===== src/rtl/segre_mem_arbiter.sv =====
// Memory-port arbiter for icache/dcache line requests: in-order FIFO, one transaction in flight.
// Optional: define SEGRE_ARB_ROUND_ROBIN_EN for alternating grants when both caches request together.
module segre_mem_arbiter #(
  parameter int ARB_BUF_SIZE         = 16,
  parameter int ADDR_SIZE            = 32,
  parameter int CACHE_LINE_SIZE_BITS = 128
) (
  input  logic                            clk_i,
  input  logic                            rst_i,
  input  logic                            ic_req_valid_i,
  input  logic [ADDR_SIZE-1:0]            ic_addr_i,
  output logic                            ic_req_ready_o,
  input  logic                            dc_req_valid_i,
  input  logic                            dc_rd_i,
  input  logic                            dc_wr_i,
  input  logic [ADDR_SIZE-1:0]            dc_addr_i,
  input  logic [CACHE_LINE_SIZE_BITS-1:0] dc_line_i,
  output logic                            dc_req_ready_o,
  output logic                            mem_req_valid_o,
  output logic                            mem_rd_o,
  output logic                            mem_wr_o,
  output logic [ADDR_SIZE-1:0]            mem_addr_o,
  output logic [CACHE_LINE_SIZE_BITS-1:0] mem_line_o,
  input  logic                            mem_req_ready_i,
  input  logic                            mem_rsp_valid_i,
  input  logic [CACHE_LINE_SIZE_BITS-1:0] mem_rsp_line_i,
  output logic                            ic_rsp_valid_o,
  output logic [CACHE_LINE_SIZE_BITS-1:0] ic_rsp_line_o,
  output logic                            dc_rsp_valid_o,
  output logic [CACHE_LINE_SIZE_BITS-1:0] dc_rsp_line_o
);

  localparam int ARB_PTR_SIZE = $clog2(ARB_BUF_SIZE);
  localparam logic [ARB_PTR_SIZE:0] BUF_DEPTH = ARB_BUF_SIZE[ARB_PTR_SIZE:0];

  typedef enum logic {ICACHE = 1'b0, DCACHE = 1'b1} cache_id_e;

  localparam logic [1:0] IDLE     = 2'd0;
  localparam logic [1:0] REQ      = 2'd1;
  localparam logic [1:0] WAIT_RSP = 2'd2;

  cache_id_e                       buf_id   [ARB_BUF_SIZE];
  logic                            buf_rd   [ARB_BUF_SIZE];
  logic                            buf_wr   [ARB_BUF_SIZE];
  logic [ADDR_SIZE-1:0]            buf_addr [ARB_BUF_SIZE];
  logic [CACHE_LINE_SIZE_BITS-1:0] buf_line [ARB_BUF_SIZE];

  logic [ARB_PTR_SIZE-1:0] rd_ptr;
  logic [ARB_PTR_SIZE-1:0] wr_ptr;
  logic [ARB_PTR_SIZE:0]   count;
  logic [1:0]              state;
  logic [1:0]              state_nxt;

  logic full;
  logic dc_fire;
  logic ic_fire;
  logic dc_push;
  logic push;
  logic pop;
  logic in_req;

  cache_id_e                       head_id;
  logic                            head_rd;
  logic                            head_wr;
  logic [ADDR_SIZE-1:0]            head_addr;
  logic [CACHE_LINE_SIZE_BITS-1:0] head_line;

  // Full is judged on the registered count, so a same-cycle pop never frees a slot for a push.
  assign full = (count == BUF_DEPTH);

`ifdef SEGRE_ARB_ROUND_ROBIN_EN
  cache_id_e last_grant;

  assign dc_req_ready_o = !full && !rst_i && (!ic_req_valid_i || last_grant == ICACHE);
  assign ic_req_ready_o = !full && !rst_i && (!dc_req_valid_i || last_grant == DCACHE);

  always_ff @(posedge clk_i) begin
    if (rst_i) begin
      last_grant <= ICACHE;
    end else if (push) begin
      if (dc_push) last_grant <= DCACHE;
      else         last_grant <= ICACHE;
    end
  end
`else
  assign dc_req_ready_o = !full && !rst_i;
  assign ic_req_ready_o = !full && !rst_i && !dc_req_valid_i;
`endif

  assign dc_fire = dc_req_valid_i && dc_req_ready_o;
  assign ic_fire = ic_req_valid_i && ic_req_ready_o;
  // A dcache request that is neither a pure read nor a pure write is acknowledged and dropped.
  assign dc_push = dc_fire && (dc_rd_i != dc_wr_i);
  assign push    = dc_push || ic_fire;

  assign head_id   = buf_id[rd_ptr];
  assign head_rd   = buf_rd[rd_ptr];
  assign head_wr   = buf_wr[rd_ptr];
  assign head_addr = buf_addr[rd_ptr];
  assign head_line = buf_line[rd_ptr];

  always_ff @(posedge clk_i) begin
    if (push) begin
      if (dc_fire) begin
        buf_id[wr_ptr]   <= DCACHE;
        buf_rd[wr_ptr]   <= dc_rd_i;
        buf_wr[wr_ptr]   <= dc_wr_i;
        buf_addr[wr_ptr] <= dc_addr_i;
        buf_line[wr_ptr] <= dc_line_i;
      end else begin
        buf_id[wr_ptr]   <= ICACHE;
        buf_rd[wr_ptr]   <= 1'b1;
        buf_wr[wr_ptr]   <= 1'b0;
        buf_addr[wr_ptr] <= ic_addr_i;
        buf_line[wr_ptr] <= '0;
      end
    end
  end

  always_comb begin
    state_nxt = state;
    pop       = 1'b0;
    case (state)
      IDLE: begin
        if (count != '0) state_nxt = REQ;
      end
      REQ: begin
        if (mem_req_ready_i) begin
          if (head_rd) begin
            state_nxt = WAIT_RSP;
          end else begin
            pop       = 1'b1;
            state_nxt = IDLE;
          end
        end
      end
      WAIT_RSP: begin
        if (mem_rsp_valid_i) begin
          pop       = 1'b1;
          state_nxt = IDLE;
        end
      end
      default: state_nxt = IDLE;
    endcase
  end

  always_ff @(posedge clk_i) begin
    if (rst_i) begin
      state  <= IDLE;
      rd_ptr <= '0;
      wr_ptr <= '0;
      count  <= '0;
    end else begin
      state <= state_nxt;
      if (push) wr_ptr <= wr_ptr + 1'b1;
      if (pop)  rd_ptr <= rd_ptr + 1'b1;
      case ({push, pop})
        2'b10:   count <= count + 1'b1;
        2'b01:   count <= count - 1'b1;
        default: count <= count;
      endcase
    end
  end

  assign in_req          = (state == REQ) && !rst_i;
  assign mem_req_valid_o = in_req;
  assign mem_rd_o        = in_req && head_rd;
  assign mem_wr_o        = in_req && head_wr;
  assign mem_addr_o      = in_req ? head_addr : '0;
  assign mem_line_o      = in_req ? head_line : '0;

  // Response lines are held until the same cache's next refill; valids pulse for one cycle.
  always_ff @(posedge clk_i) begin
    if (rst_i) begin
      ic_rsp_valid_o <= 1'b0;
      dc_rsp_valid_o <= 1'b0;
      ic_rsp_line_o  <= '0;
      dc_rsp_line_o  <= '0;
    end else begin
      ic_rsp_valid_o <= 1'b0;
      dc_rsp_valid_o <= 1'b0;
      if (state == WAIT_RSP && mem_rsp_valid_i) begin
        if (head_id == DCACHE) begin
          dc_rsp_valid_o <= 1'b1;
          dc_rsp_line_o  <= mem_rsp_line_i;
        end else begin
          ic_rsp_valid_o <= 1'b1;
          ic_rsp_line_o  <= mem_rsp_line_i;
        end
      end
    end
  end

endmodule


===== config.mk =====
export PLATFORM = sky130hd
export DESIGN_NAME = segre_mem_arbiter
export DESIGN_NICKNAME = d
export VERILOG_FILES = /design/src/rtl/segre_mem_arbiter.sv
export SDC_FILE = /design/constraint.sdc
export NUM_CORES = 2
export LEC_CHECK = 0
export ABC_CLOCK_PERIOD_IN_PS = 16500
export BUFFER_PORTS_ARGS = -buffer_cell sky130_fd_sc_hd__buf_2
export CAP_MARGIN = 20
export CORE_ASPECT_RATIO = 1.1
export CORE_MARGIN = 5
export CORE_UTILIZATION = 54
export CTS_CLUSTER_SIZE = 14
export DETAILED_ROUTE_END_ITERATION = 16
export PLACE_DENSITY = 0.8
export SLEW_MARGIN = 20
export SYNTH_ARGS = -nofsm -noshare
export SYNTH_HDL_FRONTEND = slang
export SYNTH_SLANG_ARGS = --single-unit

===== constraint.sdc =====
create_clock -name clk_i -period 16.5 [get_ports clk_i]
set_input_delay 3.3 -clock clk_i [delete_from_list [all_inputs] [get_ports clk_i]]
set_output_delay 3.3 -clock clk_i [all_outputs]
set_load 0.01 [all_outputs]

# After elaboration in Yosys (flattened, before gate mapping)
# Memory sizes are Yosys's and may differ from the RTL's. A register that Yosys moved wholly into a read port is not among the register bits.
# Cells that the tools add are included.
[word_totals] regBits=273 ramBits=2608 in_bits=328 out_inout_bits=423 word_cells=88 mem_count=5
[classes] addsub=4 n_eq_ne=9 n_mux=35 n_bitwise=7 reduce_logical=20
[mem_list] memory="buf_line" words=16 width=128 rd=1 rd_clocked_by_memory_dff=1 write_ports=1 line_no="46" rtl="logic [CACHE_LINE_SIZE_BITS-1:0] buf_line [ARB_BUF_SIZE];"
[mem_list] memory="buf_addr" words=16 width=32 rd=1 rd_clocked_by_memory_dff=1 write_ports=1 line_no="45" rtl="logic [ADDR_SIZE-1:0] buf_addr [ARB_BUF_SIZE];"
[mem_list] memory="buf_id" words=16 width=1 rd=1 rd_clocked_by_memory_dff=1 write_ports=1 line_no="42" rtl="cache_id_e buf_id [ARB_BUF_SIZE];"
[mem_list] memory="buf_rd" words=16 width=1 rd=1 rd_clocked_by_memory_dff=1 write_ports=1 line_no="43" rtl="logic buf_rd [ARB_BUF_SIZE];"
[mem_list] memory="buf_wr" words=16 width=1 rd=1 rd_clocked_by_memory_dff=1 write_ports=1 line_no="44" rtl="logic buf_wr [ARB_BUF_SIZE];"
[op_table] op="128-bit 2-to-1 mux" count=2
[op_table] op="32-bit 2-to-1 mux" count=2
[op_table] op="4-bit 2-to-1 mux" count=10
[op_table] op="1-bit 2-to-1 mux" count=14
[op_table] op="5-bit case mux with 2 select lines" count=1
[op_table] op="1-bit logical AND" count=9
[op_table] op="4-bit by 1-bit adder with 4-bit output (second input constant)" count=2
[op_table] op="2-bit 2-to-1 mux" count=4
[op_table] op="2-bit != test (second input constant)" count=3
[op_table] op="2-bit case mux with 3 select lines" count=1
[op_table] op="5-bit by 1-bit adder with 5-bit output (second input constant)" count=1
[op_table] op="5-bit equality test (second input constant)" count=1
[op_table] op="1-bit bitwise OR" count=5
[op_table] op="5-bit nonzero test" count=1
[op_table] op="5-bit by 1-bit subtractor with 5-bit output (second input constant)" count=1
[op_table] op="2-bit by 1-bit equality test with 1-bit output (second input constant)" count=2
[op_table] op="2-bit equality test (second input constant)" count=2
[op_table] op="2-bit AND reduction" count=2
[op_table] op="1-bit zero test" count=3
[op_table] op="3-bit AND reduction" count=1
[op_table] op="2-bit zero test" count=1
[op_table] op="1-bit NOT" count=2
[op_table] op="1-bit case mux with 2 select lines" count=1
[op_table] op="2-bit nonzero test" count=1
[op_table] op="3 further kinds" count=3

# Longest topological paths before layout
[logic_depth] depth_word=9 ltp_mapped=15 depth_no_buf=12

# Worst setup path after synthesis
# No wires, ideal clock.
[synth_path] kind="input to register" start="input port rst_i" end="memory buf_addr[0][0], enable pin" t_arrival_ns=15.333 slack_ns=0.282 cell_stages=6 n_path_buf=2 path_cell_list="clkbuf_1 a21oi_1 and2_0 clkbuf_1 nand2_1 nor3_1"
[synth_via] elab_chain_cells=8 elab_cells_between_ends=14 classes_between="6 x mux; 1 x bitwise; 7 x reduce/logical"
[synth_rtl] element="start: declaration" line_no="9" rtl="input logic rst_i,"
[synth_rtl] element="1-bit zero test (*)" line_no="86" rtl="assign dc_req_ready_o = !full && !rst_i;"
[synth_rtl] element="1-bit logical AND (*)" line_no="86"
[synth_rtl] element="net dc_req_ready_o" line_no="18" rtl="output logic dc_req_ready_o,"
[synth_rtl] element="1-bit logical AND, on equally long branches" line_no="90, 87"
[synth_rtl] element="1-bit logical AND, on equally long branches" line_no="93, 91"
[synth_rtl] element="1-bit logical OR" line_no="94" rtl="assign push = dc_push || ic_fire;"
[synth_rtl] element="1-bit 2-to-1 mux" line_no="103" rtl="if (push) begin"
[synth_rtl] element="1-bit 2-to-1 mux, on equally long branches" line_no="108, 114"
[synth_rtl] element="1-bit bitwise OR (no source line) (*)"
[synth_rtl] element="end: declaration" line_no="45"
# The timed path passes the listed nets; every way through them passes the cells marked *.

==> out/results.tsv <==
stage	metric	value	unit
status	status	completed	
clock_network	CTS buffer count	294	
synth	EDFF count, synth	2608	
timing	Slew @ Worst Pin	1.153	ns
timing	Layout Skew	0.05477	ns
timing	Fin. Hold Viols	0	
synth	Synth Area in Simple Gates	3.734	%
global_routing	first-pass GRT wire length	416.8	mm
synth	adder-cell share of the synthesized area	0.1253	%
synth	ys flop type	edfxtp_1	
worst_setup_path	Required @ worst endpoint	13.20	ns
worst_setup_path	Worst Setup Start Kind	register	
timing	Final period util	54.48	%
timing	RSZ-0062 raised after global routing	no	
clock_network	clk_lat worst skew	0.93	ns
clock_network	htree depth	5	
global_routing	Overflow after GRT	0	
clock_network	Clock Root Buffer	clkbuf_16	
power_and_ir_drop	peak supply drop	0.0001057	V
drt	1st-iter DRT viols	6450	
layout	Area Growth Syn to Fin	14.15	%
synth	largest family of logic cells by synthesized area	multiplexers	
drt	post-route DRC violation count	0	
synth	Synth cell types	46	
timing	min cycle time layout	8.989	ns
global_routing	vias in the first global route	58400	
worst_setup_path	Crit. End Element	output port	
timing	# setup viols final	0	
synth	yosys warns	0	
timing	Rel. slew slack	22.95	%
placement	DP Area	116600	sq um
die	Die Ht	483.1	um
clock_network	TritonCTS clock tree	yes	
synth	post-synthesis mux area share	17.09	%
synth	Syn Std Cell Area	109900	sq um
synth	Synth async-reset ratio	0	%
synth	Mapped Cells	5239	
clock_network	Clock Sinks	2885	
die	chip width	440.1	um
layout	post-route cell area	125400	sq um
timing	Slew Viols, Final	0	
drt	drt via density	6.218	
power_and_ir_drop	pwr dens	120.2	nW/um^2
synth	register area share after synthesis	76.32	%
die	I/O pins	751	
worst_hold_path	Hold/Removal Path Class	reg -> reg	
die	Core Rows	173	
drt	wire length per cell	32.17	um
drt	final WL	290.3	mm
die	initial cell density of the core	54.35	%
layout	commonest non-fill, non-tap cell in the layout	edfxtp_1	
clock_network	Resize count post-CTS	0	
timing	fmax	111.3	MHz
layout	layout cell share with drive strength beyond 1	33.48	%
power_and_ir_drop	Pleak	40.05	nW
drt	vias post-DR	56110	
worst_setup_path	CP max FO	111	
synth	Synth Area per Inst	20.97	sq um
timing	TNS Setup	0	ns
global_routing	pin count of the biggest net entering global routing	172	
synth	Compound-Gate Fraction of Synth Area	1.323	%
flow_run	max cap viols	0	
die	die area	212600	sq um
placement	GPL Wtd Cong	0.9775	
drt	Initial DRT Pass Iterations	5	
synth	Synth Area in XOR/XNOR	0.07174	%
drt	Final ANT Viol Nets	0	
global_routing	initial antenna violation count	51	
layout	most frequent cells in the layout	edfxtp_1, mux4_2, buf_2, nand2_1, clkbuf_16	
worst_setup_path	WS Path Type	reg -> out	
layout	final core occ	62.04	%
layout	nets	6415	
clock_network	Setup Buffers After CTS	0	
placement	PortBufs	750	
clock_network	hold_buf cts	0	
synth	#FFs+latches synth	2885	
worst_setup_path	CP arrival	5.69	ns
placement	dpl hpwl	153.3	mm
clock_network	Clock transition at path regs	0.06	ns
die	Core Region	202200	sq um
clock_network	Bufs on Longest Clock Path	4	
global_routing	global-route usage over all layers	27.24	%
synth	Syn Nets	5578	
-- logic make-up after synthesis --
family | count (synthesis)
flops | 2885
xor+xnor | 9
compound gates | 281
simple gates | 876
buf+inv | 320
mux | 857
fa+ha+maj | 11
-- synth_stat cells (2+ instances only) --
| master | count | area (sq um) |
|---|---|---|
| nand2_1 | 519 | 1948 |
| o22ai_1 | 2 | 12.51 |
| ha_1 | 11 | 137.6 |
| dfxtp_1 | 277 | 5545 |
| buf_6 | 7 | 78.83 |
| nand3_1 | 6 | 30.03 |
| nand3b_1 | 2 | 15.01 |
| clkbuf_2 | 9 | 45.04 |
| nor3_1 | 7 | 35.03 |
| nor2b_1 | 3 | 18.77 |
| buf_4 | 21 | 157.7 |
| xor2_1 | 5 | 43.79 |
| nor2_1 | 32 | 120.1 |
| buf_1 | 24 | 90.09 |
| edfxtp_1 | 2608 | 78320 |
| nand2b_1 | 5 | 31.28 |
| o21ai_0 | 2 | 10.01 |
| mux4_2 | 811 | 18270 |
| a21oi_1 | 268 | 1341 |
| clkbuf_1 | 148 | 555.5 |
| and2_1 | 291 | 1821 |
| inv_1 | 9 | 33.78 |
| xnor2_1 | 4 | 35.03 |
| buf_2 | 101 | 505.5 |
| and3_1 | 3 | 18.77 |
| mux2i_1 | 5 | 50.05 |
| mux2_2 | 40 | 450.4 |
-- flip-flops by register name (all words and copies together), names as in the netlist, named ones only --
register / count
ic_rsp_valid_o: 1
count: 5
buf_wr: 16
buf_rd: 16
rd_ptr: 4
buf_addr: 512
buf_id: 16
state: 2
buf_line: 2048
wr_ptr: 4
dc_rsp_line_o: 128
ic_rsp_line_o: 128
dc_rsp_valid_o: 1
-- worst max-delay path, cell delays in order, from the launching register on --
cell and delay (ns):
dfxtp_4 0.52, buf_12 0.67, buf_4 0.87, buf_4 0.89, mux4_2 0.60, mux4_2 0.57
and2_1 0.21, buf_2 0.14
-- where the power goes --
group	internal, W	switching, W
Clock	0.00351	0.00267
Sequential	0.00807	0.0000260
Combinational	0.000316	0.000487
-- metal layers --
layer	wire length (um)	global-route usage, %
met5	136	0
met3	27000	5.305
met1	99790	34.61
met2	148600	45.33
met4	14830	13.51
-- layout make-up --
cell class / instances / area, sq um
Clock buffer: 370 / 7780
Antenna cell: 42 / 105.1
Multi-Input combinational cell: 2034 / 24710
Fill cell: 13570 / 76740
Inverter: 10 / 42.54
Clock inverter: 120 / 889.6
Sequential cell: 2885 / 83880
Tap cell: 2712 / 3393
Timing Repair Buffer: 851 / 4641
-- stage by stage --
stage / hold slack, ns / setup WS (ns) / cells / total power (W)
2_1_floorplan: 0.4623 / 0.2816 / 5239 / 0.008749
3_3_place_gp: 0.4348 / 7.681 / 8491 / 0.009022
3_5_place_dp: 0.4405 / 7.594 / 8491 / 0.009050
4_1_cts: 0.4484 / 7.261 / 8981 / 0.01518
5_1_grt: 0.4613 / 6.978 / 9015 / 0.01556
6_report: 0.4473 / 7.511 / 9024 / 0.01508
-- worst paths after layout --
path                                        start           endpoint  slack [ns]  depth (start not counted)
worst max-delay path                     register     mem_line_o[42]        7.51                          7
worst min-delay path            ic_rsp_line_o[34]  ic_rsp_line_o[34]        0.45                          2
worst max register to register           count[1]    buf_line[1][73]       11.24                          8
worst min register to register  ic_rsp_line_o[34]  ic_rsp_line_o[34]        0.45                          2
(Power assumes the default switching activity.)
